===== config.mk =====
export PLATFORM = sky130hd
export DESIGN_NAME = cv32e40p_wb_scoreboard
export DESIGN_NICKNAME = d
export VERILOG_FILES = /design/src/rtl/cv32e40p_wb_scoreboard.sv
export SDC_FILE = /design/constraint.sdc
export NUM_CORES = 1
export LEC_CHECK = 0
export BUFFER_PORTS_ARGS = -buffer_cell sky130_fd_sc_hd__buf_2
export CORE_MARGIN = 1
export CORE_UTILIZATION = 44
export DETAILED_ROUTE_END_ITERATION = 6
export GPL_TIMING_DRIVEN = 0
export PLACE_DENSITY = 0.75
export SLEW_MARGIN = 20
export SYNTH_ARGS = -nofsm -noshare
export SYNTH_HDL_FRONTEND = slang
export SYNTH_SLANG_ARGS = --single-unit

===== constraint.sdc =====
create_clock -name clk -period 1.53 [get_ports clk]
set_input_delay 0 -clock clk [delete_from_list [all_inputs] [get_ports clk]]
set_output_delay 0 -clock clk [all_outputs]
set_load 0.01 [all_outputs]

===== src/rtl/cv32e40p_wb_scoreboard.sv =====
// Write-back stage and load scoreboard. Registers EX results onto write port A,
// matches LSU load returns to their destinations through an in-order tag FIFO
// and drives write port B, and flags RAW/WAW hazards against pending loads.
module cv32e40p_wb_scoreboard #(
   parameter int unsigned ADDR_WIDTH = 6,
   parameter int unsigned DATA_WIDTH = 32,
   parameter int unsigned LSU_DEPTH  = 2
) (
   input  logic                  clk,
   input  logic                  rst_n,
   input  logic                  ex_we_i,
   input  logic [ADDR_WIDTH-1:0] ex_waddr_i,
   input  logic [DATA_WIDTH-1:0] ex_wdata_i,
   input  logic                  ld_issue_i,
   input  logic [ADDR_WIDTH-1:0] ld_waddr_i,
   output logic                  ld_ready_o,
   input  logic                  lsu_rvalid_i,
   input  logic [DATA_WIDTH-1:0] lsu_rdata_i,
   input  logic [ADDR_WIDTH-1:0] raddr_a_i,
   input  logic [ADDR_WIDTH-1:0] raddr_b_i,
   input  logic [ADDR_WIDTH-1:0] raddr_c_i,
   output logic [2:0]            raw_hazard_o,
   output logic                  waw_hazard_o,
   output logic [ADDR_WIDTH-1:0] waddr_a_o,
   output logic [DATA_WIDTH-1:0] wdata_a_o,
   output logic                  we_a_o,
   output logic [ADDR_WIDTH-1:0] waddr_b_o,
   output logic [DATA_WIDTH-1:0] wdata_b_o,
   output logic                  we_b_o,
   output logic                  spurious_rvalid_o
);

   // A depth-1 FIFO still needs a 1-bit pointer; it simply never moves.
   localparam int unsigned PtrW = (LSU_DEPTH > 1) ? $clog2(LSU_DEPTH) : 1;
   localparam int unsigned CntW = $clog2(LSU_DEPTH) + 1;

   logic [ADDR_WIDTH-1:0] r_fifo_addr [LSU_DEPTH];
   logic [PtrW-1:0]       r_rd_ptr;
   logic [PtrW-1:0]       r_wr_ptr;
   logic [CntW-1:0]       r_count;

   logic                  r_we_a;
   logic [ADDR_WIDTH-1:0] r_waddr_a;
   logic [DATA_WIDTH-1:0] r_wdata_a;
   logic                  r_we_b;
   logic [ADDR_WIDTH-1:0] r_waddr_b;
   logic [DATA_WIDTH-1:0] r_wdata_b;
   logic                  r_spurious;

   logic                  w_not_full;
   logic                  w_empty;
   logic                  w_pop;
   logic                  w_push;
   logic [ADDR_WIDTH-1:0] w_head_addr;
   logic [PtrW-1:0]       w_rd_ptr_nxt;
   logic [PtrW-1:0]       w_wr_ptr_nxt;
   logic [LSU_DEPTH-1:0]  w_entry_vld;
   logic [2:0]            w_raw_hazard;
   logic                  w_ex_pending;

   assign w_not_full  = (r_count < CntW'(LSU_DEPTH));
   assign w_empty     = (r_count == '0);
   assign w_pop       = lsu_rvalid_i && !w_empty;
   // A push into a full FIFO is dropped unless the same cycle frees a slot.
   assign w_push      = ld_issue_i && (w_not_full || w_pop);
   assign w_head_addr = r_fifo_addr[r_rd_ptr];

   assign w_rd_ptr_nxt = (r_rd_ptr == PtrW'(LSU_DEPTH - 1)) ? '0 : r_rd_ptr + PtrW'(1);
   assign w_wr_ptr_nxt = (r_wr_ptr == PtrW'(LSU_DEPTH - 1)) ? '0 : r_wr_ptr + PtrW'(1);

   // Port A result register.
   always_ff @(posedge clk or negedge rst_n) begin
      if (!rst_n) begin
         r_we_a    <= 1'b0;
         r_waddr_a <= '0;
         r_wdata_a <= '0;
      end else begin
         r_we_a <= ex_we_i && (ex_waddr_i != '0);
         if (ex_we_i) begin
            r_waddr_a <= ex_waddr_i;
            r_wdata_a <= ex_wdata_i;
         end
      end
   end

   // Tag FIFO storage, pointers and occupancy count.
   always_ff @(posedge clk or negedge rst_n) begin
      if (!rst_n) begin
         for (int unsigned i = 0; i < LSU_DEPTH; i++) begin
            r_fifo_addr[i] <= '0;
         end
         r_rd_ptr <= '0;
         r_wr_ptr <= '0;
         r_count  <= '0;
      end else begin
         if (w_push) begin
            r_fifo_addr[r_wr_ptr] <= ld_waddr_i;
            r_wr_ptr              <= w_wr_ptr_nxt;
         end
         if (w_pop) begin
            r_rd_ptr <= w_rd_ptr_nxt;
         end
         if (w_push && !w_pop) begin
            r_count <= r_count + CntW'(1);
         end else if (w_pop && !w_push) begin
            r_count <= r_count - CntW'(1);
         end
      end
   end

   // Port B load-return register and spurious-return flag.
   always_ff @(posedge clk or negedge rst_n) begin
      if (!rst_n) begin
         r_we_b     <= 1'b0;
         r_waddr_b  <= '0;
         r_wdata_b  <= '0;
         r_spurious <= 1'b0;
      end else begin
         r_we_b     <= w_pop && (w_head_addr != '0);
         r_spurious <= lsu_rvalid_i && w_empty;
         if (w_pop) begin
            r_waddr_b <= w_head_addr;
            r_wdata_b <= lsu_rdata_i;
         end
      end
   end

   // An entry is valid when its distance from the read pointer is below the count.
   always_comb begin
      logic [PtrW-1:0] off;
      w_entry_vld = '0;
      for (int unsigned i = 0; i < LSU_DEPTH; i++) begin
         off            = PtrW'(i) - r_rd_ptr;
         w_entry_vld[i] = (CntW'(off) < r_count);
      end
   end

   // Hazard match of read/EX addresses against valid entries and the port B register.
   always_comb begin
      w_raw_hazard = '0;
      w_ex_pending = 1'b0;
      for (int unsigned i = 0; i < LSU_DEPTH; i++) begin
         if (w_entry_vld[i]) begin
            if (r_fifo_addr[i] == raddr_a_i)  w_raw_hazard[0] = 1'b1;
            if (r_fifo_addr[i] == raddr_b_i)  w_raw_hazard[1] = 1'b1;
            if (r_fifo_addr[i] == raddr_c_i)  w_raw_hazard[2] = 1'b1;
            if (r_fifo_addr[i] == ex_waddr_i) w_ex_pending    = 1'b1;
         end
      end
      if (r_we_b) begin
         if (r_waddr_b == raddr_a_i)  w_raw_hazard[0] = 1'b1;
         if (r_waddr_b == raddr_b_i)  w_raw_hazard[1] = 1'b1;
         if (r_waddr_b == raddr_c_i)  w_raw_hazard[2] = 1'b1;
         if (r_waddr_b == ex_waddr_i) w_ex_pending    = 1'b1;
      end
      // x0 loads sit in the FIFO but are never a hazard.
      if (raddr_a_i == '0)  w_raw_hazard[0] = 1'b0;
      if (raddr_b_i == '0)  w_raw_hazard[1] = 1'b0;
      if (raddr_c_i == '0)  w_raw_hazard[2] = 1'b0;
      if (ex_waddr_i == '0) w_ex_pending    = 1'b0;
   end

   assign ld_ready_o        = w_not_full;
   assign raw_hazard_o      = w_raw_hazard;
   assign waw_hazard_o      = ex_we_i && w_ex_pending;
   assign we_a_o            = r_we_a;
   assign waddr_a_o         = r_waddr_a;
   assign wdata_a_o         = r_wdata_a;
   assign we_b_o            = r_we_b;
   assign waddr_b_o         = r_waddr_b;
   assign wdata_b_o         = r_wdata_b;
   assign spurious_rvalid_o = r_spurious;

endmodule


==> results of run 1 <==
-- final cells by class --
class	instances	area, um2
fill	653	2710
sequential	95	2390
multi-input combinational	230	2350
timing repair buffer	278	1900
buffer	20	199
tap	133	166
clock buffer	11	141
clock inverter	5	33.8
inverter	4	17.5
-- per-stage QoR --
stage                     instance area (um2)  total power [uW]  hold slack [ps]  utilization, %
after floorplan                          4580              6650             -296               -
after global placement                   5650              8020              231            57.0
after detailed placement                 5690              8220            -62.9            57.4
after CTS                                6890             10400             58.2            69.5
after global routing                     7200             11800             79.7            72.7
final                                    7200             11300             71.9            72.7
-- logic make-up (layout without fill, tap and decap cells) --
kind of cell | after synthesis | after routing | share of synthesized area [%]
AOI/OAI and AO/OA | 17 | 17 | 2.24
xor gates and xnor gates | 77 | 77 | 14.7
adders and majority gates | 1 | 1 | 0.273
buffers and inverters | 32 | 318 | 3.55
DFF | 95 | 95 | 52.0
muxes | 88 | 88 | 21.5
and+or+nand+nor | 47 | 47 | 5.74
-- power groups by stage --
stage	clock network [uW]	registers (uW)	logic, uW
2_1_floorplan	0	3930	2710
3_3_place_gp	0	3670	4350
3_5_place_dp	0	3720	4510
4_1_cts	1530	4000	4900
5_1_grt	1640	4150	6030
6_report	1510	4090	5670
-- metal layers --
layer | share of wire (%) | track usage, %
met1 | 38 | 30.2
met5 | 0 | 0
met3 | 7.2 | 6.83
met4 | 2.6 | 11.0
met2 | 52 | 49.2
-- flip-flops by register name (all words and copies together), names as in the netlist --
name / flops
we_a_o: 1
we_b_o: 1
r_count: 2
r_rd_ptr: 1
waddr_b_o: 6
waddr_a_o: 6
r_wr_ptr: 1
spurious_rvalid_o: 1
r_fifo_addr: 12
wdata_b_o: 32
wdata_a_o: 32
-- how the worst max path moves through the flow --
| stage | slack, ps | from | endpoint |
|---|---|---|---|
| 4_1_cts | -180 | waddr_b_o[3]$_DFFE_PN0P_ | raw_hazard_o[0] |
| 3_3_place_gp | -380 | rst_n | waddr_a_o[1]$_DFFE_PN0P_ |
| 3_5_place_dp | -140 | r_count[0]$_DFFE_PN0P_ | r_count[1]$_DFFE_PN0P_ |
| 2_1_floorplan | 20 | r_count[0]$_DFFE_PN0P_ | r_count[1]$_DFFE_PN0P_ |
| 5_1_grt | -400 | r_fifo_addr[2]$_DFFE_PN0P_ | waw_hazard_o |
| 6_report | -330 | r_fifo_addr[2]$_DFFE_PN0P_ | waw_hazard_o |
-- cells in the final DEF (no fill, tap or decap), types with 9 or more instances in the layout --
master,Yosys,routed
buf_2,16,183
buf_6,2,18
nand4_1,12,12
nor4_1,16,10
buf_4,2,11
xnor2_1,48,28
dfrtp_1,95,86
xnor2_2,0,20
dfrtp_2,0,9
mux2_4,0,15
xor2_1,29,28
mux2_2,82,67
dlygate4sd3_1,0,79
clkbuf_8,0,10
-- timing repair --
item | CTS | global route
setup endpoints to repair | 17 | 28
gates resized for setup | 53 | 44
endpoints found under the hold margin | 180 | 0
pin swaps | 12 | 9
gates cloned | 0 | 1
buffers inserted | 5 | 11
hold buffers | 79 | 0
==> out/qor.csv, run 1 <==
metric,value,unit
cp_slowest_stage_delay,380,ps
cts_buffers,9,
clkPwrFrac,13.4,%
ff2ff_setup_slack,-210,ps
gp_congestion,0.896,
critPathSlowestCell,dfrtp_1,
leakagePower,0.00336,uW
rsz0062_at_grt,true,
fin_cells,776,
port_buffers,181,
synth.yosys.seq_area_share,52.0,%
antenna_found_initial,0,
power_switching,4300,uW
n_antenna_cell,0,
syn_to_final_growth,57.4,%
max_slew_margin,58.6,%
slew_viol_final,0,
cts_tree,done,
synth_top_area_share,52.0,%
ant_nets,0,
setup_viol,15,
crit_type,reg -> out,
worst_setup_path_end_kind,primary output,
layout.nets,738,
fp.dieH,104,um
grt_first_pass_wirelength,22700,um
drv_cap,0,
start_kind,flip-flop,
synth_top_area_cell,dfrtp_1,
holdPathStages,2,
r2r_start,r_fifo_addr[1]$_DFFE_PN0P_,
cts_max_level,3,
std_cell_rows,36,
dr.pass1.iters,4,
grt_usage,27.1,%
grt_pass1_vias,4395,
ys_async_sr_fraction,100,%
die_w,104,um
critPathArrivalTime,1860,ps
worst_skew_pair.late_latency,360,ps
hold_path_end,wdata_a_o[16]$_DFFE_PN0P_,
hpwl,9080,um
p_comb_share,50.3,%
power_density,1570,nW/um2
die_area,10800,um2
pre_cts_ws,-145,ps
cts.clk_slew.worst_paths,90,ps
initial_core_util,46.2,%
synth_area,4580,um2
cp_data_required_time,1530,ps
min-delay-start,ex_we_i,
synth_seq_cells,95,
clkSinkCount,95,
cts_buffer_depth,2,
clock.fmax,0.538,GHz
synth_edf_count,0,
critical_path_cell_count,7,
synthesis.nets,457,
gr-total-overflow,0,
synth.most_common_cell,dfrtp_1,
clockRootBuffer,clkbuf_8,
path_buf_inv,3,
synth.area.top_cells,"dfrtp_1 (52%), mux2_2 (20%), xnor2_1 (9.2%)",
finalHoldViolations,0,
grt_max_degree,56,
power_frac_seq,36.3,%
timing.final.crit_period,1860,ps
ios,183,
worstMarginPinSlew,621,ps
synth.avg_cell_area,12.8,um2
drtIter0Drc,126,
cp_max_fo,7,
timing.final.ws_setup,-330,ps
vias,3909,
ys_top_cells_by_count,"dfrtp_1 (95), mux2_2 (82), xnor2_1 (48)",
drive_gt1_share,56.3,%
synth_warnings,0,
status,finished with violations,
wl_per_cell,19.2,um
timing.final.crit_share,122,%
r2r_end,we_b_o$_DFF_PN0_,
swShare,38.2,%
via_per_inst,5.04,
setup_tns,-1290,ps
ir_worst_vdd,0.00107,V
drcViolationCount,0,
fin_skew,10.5,ps
ys.flop_type,dfrtp_1,
crit_chain,buf_6 -> buf_4 -> xnor2_2 -> nand4_1 -> nor4_2 -> o31a_1 -> buf_2,
placedCellCount,672,
synthCells,357,
min_path_type,in -> reg,
p_int,6970,uW
violations,negative setup slack,
core_area,9910,um2
r2r_cells,5,
wl,14900,um
path_delay_family,buffers and inverters,
synth.distinct_cells,24,
(Power assumes the default switching activity.)
==> run 2, diff against run 1 <==
ABC_AREA = 1   (was unset)
CORE_UTILIZATION = 37   (was 44)
PLACE_DENSITY = 0.63   (was 0.75)
RECOVER_POWER = 100   (was unset)
==> out/qor.csv, run 2 <==
metric,value,unit,change
ir_worst_vdd,0.000758,V,was 0.00107 V
cts_buffer_depth,2,,unchanged
path_buf_inv,3,,unchanged
grt_max_degree,79,,was 56
crit_chain,buf_4 -> xor2_1 -> nor2_1 -> nand3_1 -> nand3_1 -> nand2_1 -> inv_1 -> buf_2,,was buf_6 -> buf_4 -> xnor2_2 -> nand4_1 -> nor4_2 -> o31a_1 -> buf_2
synthesis.nets,695,,was 457
clkSinkCount,95,,unchanged
worst_skew_pair.late_latency,340,ps,was 360 ps
drcViolationCount,0,,unchanged
gp_congestion,0.933,,was 0.896
crit_type,reg -> out,,unchanged
min-delay-start,ex_waddr_i[4],,was ex_we_i
slew_viol_final,0,,unchanged
drv_cap,0,,unchanged
final_common_cell,nand2_1,,was buf_2
cp_data_required_time,1530,ps,about the same
synth_edf_count,0,,unchanged
violations,negative setup slack,,unchanged
ios,183,,unchanged
fp.dieH,118,um,was 104 um
power_switching,4510,uW,was 4300 uW
cp_max_fo,5,,was 7
synth.distinct_cells,25,,was 24
timing.final.crit_period,1600,ps,was 1860 ps
holdPathStages,3,,was 2
n_antenna_cell,0,,unchanged
synth_warnings,0,,unchanged
startpoint,waddr_b_o[0]$_DFFE_PN0P_,,was r_fifo_addr[2]$_DFFE_PN0P_
power,11200,uW,was 11300 uW
hold_path_end,waddr_a_o[4]$_DFFE_PN0P_,,was wdata_a_o[16]$_DFFE_PN0P_
fin_cells,1047,,was 776
synth.most_common_cell,nand2_1,,was dfrtp_1
dpl_cell_area,6120,um2,was 5690 um2
clockRootBuffer,clkbuf_16,,was clkbuf_8
synthCells,595,,was 357
ys_top_cells_by_count,"nand2_1 (237), dfrtp_1 (95), inv_1 (51)",,"was dfrtp_1 (95), mux2_2 (82), xnor2_1 (48)"
fin_skew,6.92,ps,was 10.5 ps
cts_tree,done,,unchanged
std_cell_rows,41,,was 36
p_comb_share,44.0,%,was 50.3%
r2r_cells,8,,was 5
rsz0062_at_grt,true,,unchanged
worstMarginPinSlew,1160,ps,was 621 ps
p_int,6690,uW,was 6970 uW
grt_pass1_vias,5037,,was 4395
status,finished with violations,,unchanged
die_area,13800,um2,was 10800 um2
synth.yosys.seq_area_share,48.0,%,was 52.0%
grt_first_pass_wirelength,24800,um,was 22700 um
finalHoldViolations,0,,unchanged
cp_common_cell,nand3_1,,
hpwl,10500,um,was 9080 um
setup_viol,6,,was 15
critPathArrivalTime,1600,ps,was 1860 ps
clkPwrFrac,20.3,%,was 13.4%
layout.nets,972,,was 738
worst_setup_path_end_kind,primary output,,unchanged
min_path_type,in -> reg,,unchanged
ant_nets,0,,unchanged
drive_gt1_share,26.6,%,was 56.3%
gr-total-overflow,0,,unchanged
start_kind,flip-flop,,unchanged
antenna_found_initial,0,,unchanged
leakagePower,0.00368,uW,was 0.00336 uW
path_delay_family,flip-flops,,was buffers and inverters
synth.avg_cell_area,8.32,um2,was 12.8 um2
port_buffers,181,,unchanged
r2r_end,r_count[1]$_DFFE_PN0P_,,was we_b_o$_DFF_PN0_
cts.clk_slew.worst_paths,70,ps,was 90 ps
ys_async_sr_fraction,100,%,unchanged
synth_top_area_share,48.0,%,was 52.0%
drtIter0Drc,298,,was 126
cts_max_level,3,,unchanged
vias,4921,,was 3909
core_area,12800,um2,was 9910 um2
wl,15200,um,was 14900 um
cts_buffers,9,,unchanged
power_frac_seq,35.7,%,was 36.3%
swShare,40.3,%,was 38.2%
synth_seq_cells,95,,unchanged
max_slew_margin,22.7,%,was 58.6%
grt_usage,22.6,%,was 27.1%
final_cell_mix,"nand2_1 (234), buf_2 (111), dfrtp_1 (84)",,"was buf_2 (183), dfrtp_1 (86), dlygate4sd3_1 (79)"
wl_per_cell,14.5,um,was 19.2 um
synth_top_area_cell,dfrtp_1,,unchanged
clock.fmax,0.625,GHz,was 0.538 GHz
die_w,118,um,was 104 um
r2r_start,r_count[0]$_DFFE_PN0P_,,was r_fifo_addr[1]$_DFFE_PN0P_
syn_to_final_growth,46.7,%,was 57.4%
via_per_inst,4.70,,was 5.04
synth.area.top_cells,"dfrtp_1 (48%), nand2_1 (18%), mux2_2 (7.5%)",,"was dfrtp_1 (52%), mux2_2 (20%), xnor2_1 (9.2%)"
final_area,7260,um2,was 7200 um2
ff2ff_setup_slack,-30,ps,was -210 ps
fillers,1160,,was 653
timing.final.crit_share,105,%,was 122%
dr.pass1.iters,4,,unchanged
timing.final.ws_setup,-70.2,ps,was -330 ps
synth_area,4950,um2,was 4580 um2
power_density,1540,nW/um2,was 1570 nW/um2
ys.flop_type,dfrtp_1,,unchanged
initial_core_util,38.6,%,was 46.2%
critPathSlowestCell,dfrtp_2,,was dfrtp_1
cp_slowest_stage_delay,470,ps,was 380 ps
placedCellCount,949,,was 672
run 2: cell count changes in the layout (fill, tap and decap cells not counted), moves of 34 or more:
cell      change
clkbuf_1     +74
mux2_2       -34
inv_1        +41
nand2_1     +228
nor2_1       +37
buf_2        -72
run 2: power groups by stage:
stage          logic (uW)  registers [uW]  clock network [uW]
2_1_floorplan        2730            3970                   0
3_3_place_gp         4510            3810                   0
3_5_place_dp         4590            3820                   0
4_1_cts              4780            3940                2300
5_1_grt              5460            4080                2390
6_report             4930            4000                2270
run 2: final cells by class:
| class | instances | area, um2 | area share [%] |
|---|---|---|---|
| Sequential cell | 95 | 2390 | 32.9 |
| Multi-Input combinational cell | 419 | 2270 | 31.3 |
| Timing Repair Buffer | 272 | 1700 | 23.5 |
| Clock buffer | 10 | 239 | 3.29 |
| Tap cell | 172 | 215 | 2.96 |
| Inverter | 54 | 213 | 2.93 |
| Buffer | 21 | 169 | 2.33 |
| Clock inverter | 4 | 55.1 | 0.758 |
run 2: worst max path at each step:
| stage | endpoint | slack [ps] | depth (start not counted) |
|---|---|---|---|
| 2_1_floorplan | r_count[1]$_DFFE_PN0P_ | 30 | 8 |
| 3_3_place_gp | waddr_b_o[1]$_DFFE_PN0P_ | -440 | 1 |
| 3_5_place_dp | r_count[1]$_DFFE_PN0P_ | -110 | 8 |
| 4_1_cts | raw_hazard_o[1] | -60 | 9 |
| 5_1_grt | waw_hazard_o | -180 | 11 |
| 6_report | raw_hazard_o[1] | -70 | 8 |
run 2: worst register-to-register path: stages, from the launching register on:
cell and delay [ps]:
dfrtp_2 390, clkbuf_1 160, nor2_1 90, nor2_4 140
clkinv_4 80, ha_4 250, a21oi_4 110, o21ai_2 70
xor2_1 150
run 2: kinds of logic after synthesis:
logic type      count (synthesis)  share of synthesized area (%)
xor+xnor                       45                           7.96
compound gates                 39                           4.60
fa+ha+maj                       1                          0.253
simple gates                  301                           23.6
buf+inv                        81                           8.06
mux                            33                           7.51
flops                          95                           48.0
run 2: per-stage QoR:
| step | hold slack, ps | worst slack (ps) | utilization [%] | setup TNS (ps) |
|---|---|---|---|---|
| finish | 25.1 | -70.2 | 56.6 | -209 |
| CTS | 19.1 | -60.3 | 56.4 | -236 |
| floorplan | -296 | 27.0 | - | 0 |
| detailed placement | -148 | -109 | 47.7 | -109 |
| global route | 45.9 | -182 | 56.6 | -9420 |
| global placement | 200 | -439 | 47.4 | -41400 |
run 2: what timing repair did:
action,CTS,global route
setup buffers,6,8
hold endpoints to repair,177,0
hold buffers,76,0
setup endpoints to repair,5,5
gates resized for setup,24,38
pin swaps,9,10
run 2: metal layers:
layer	share of wire, %	vias to the layer above	GRT usage [%]	wire length, um
met5	0	-	0	0
met4	2.4	0	9.46	368
met3	6.9	28	4.60	1060
met2	47	199	37.5	7190
met1	43	2321	28.5	6590
li1	-	2373	-	-
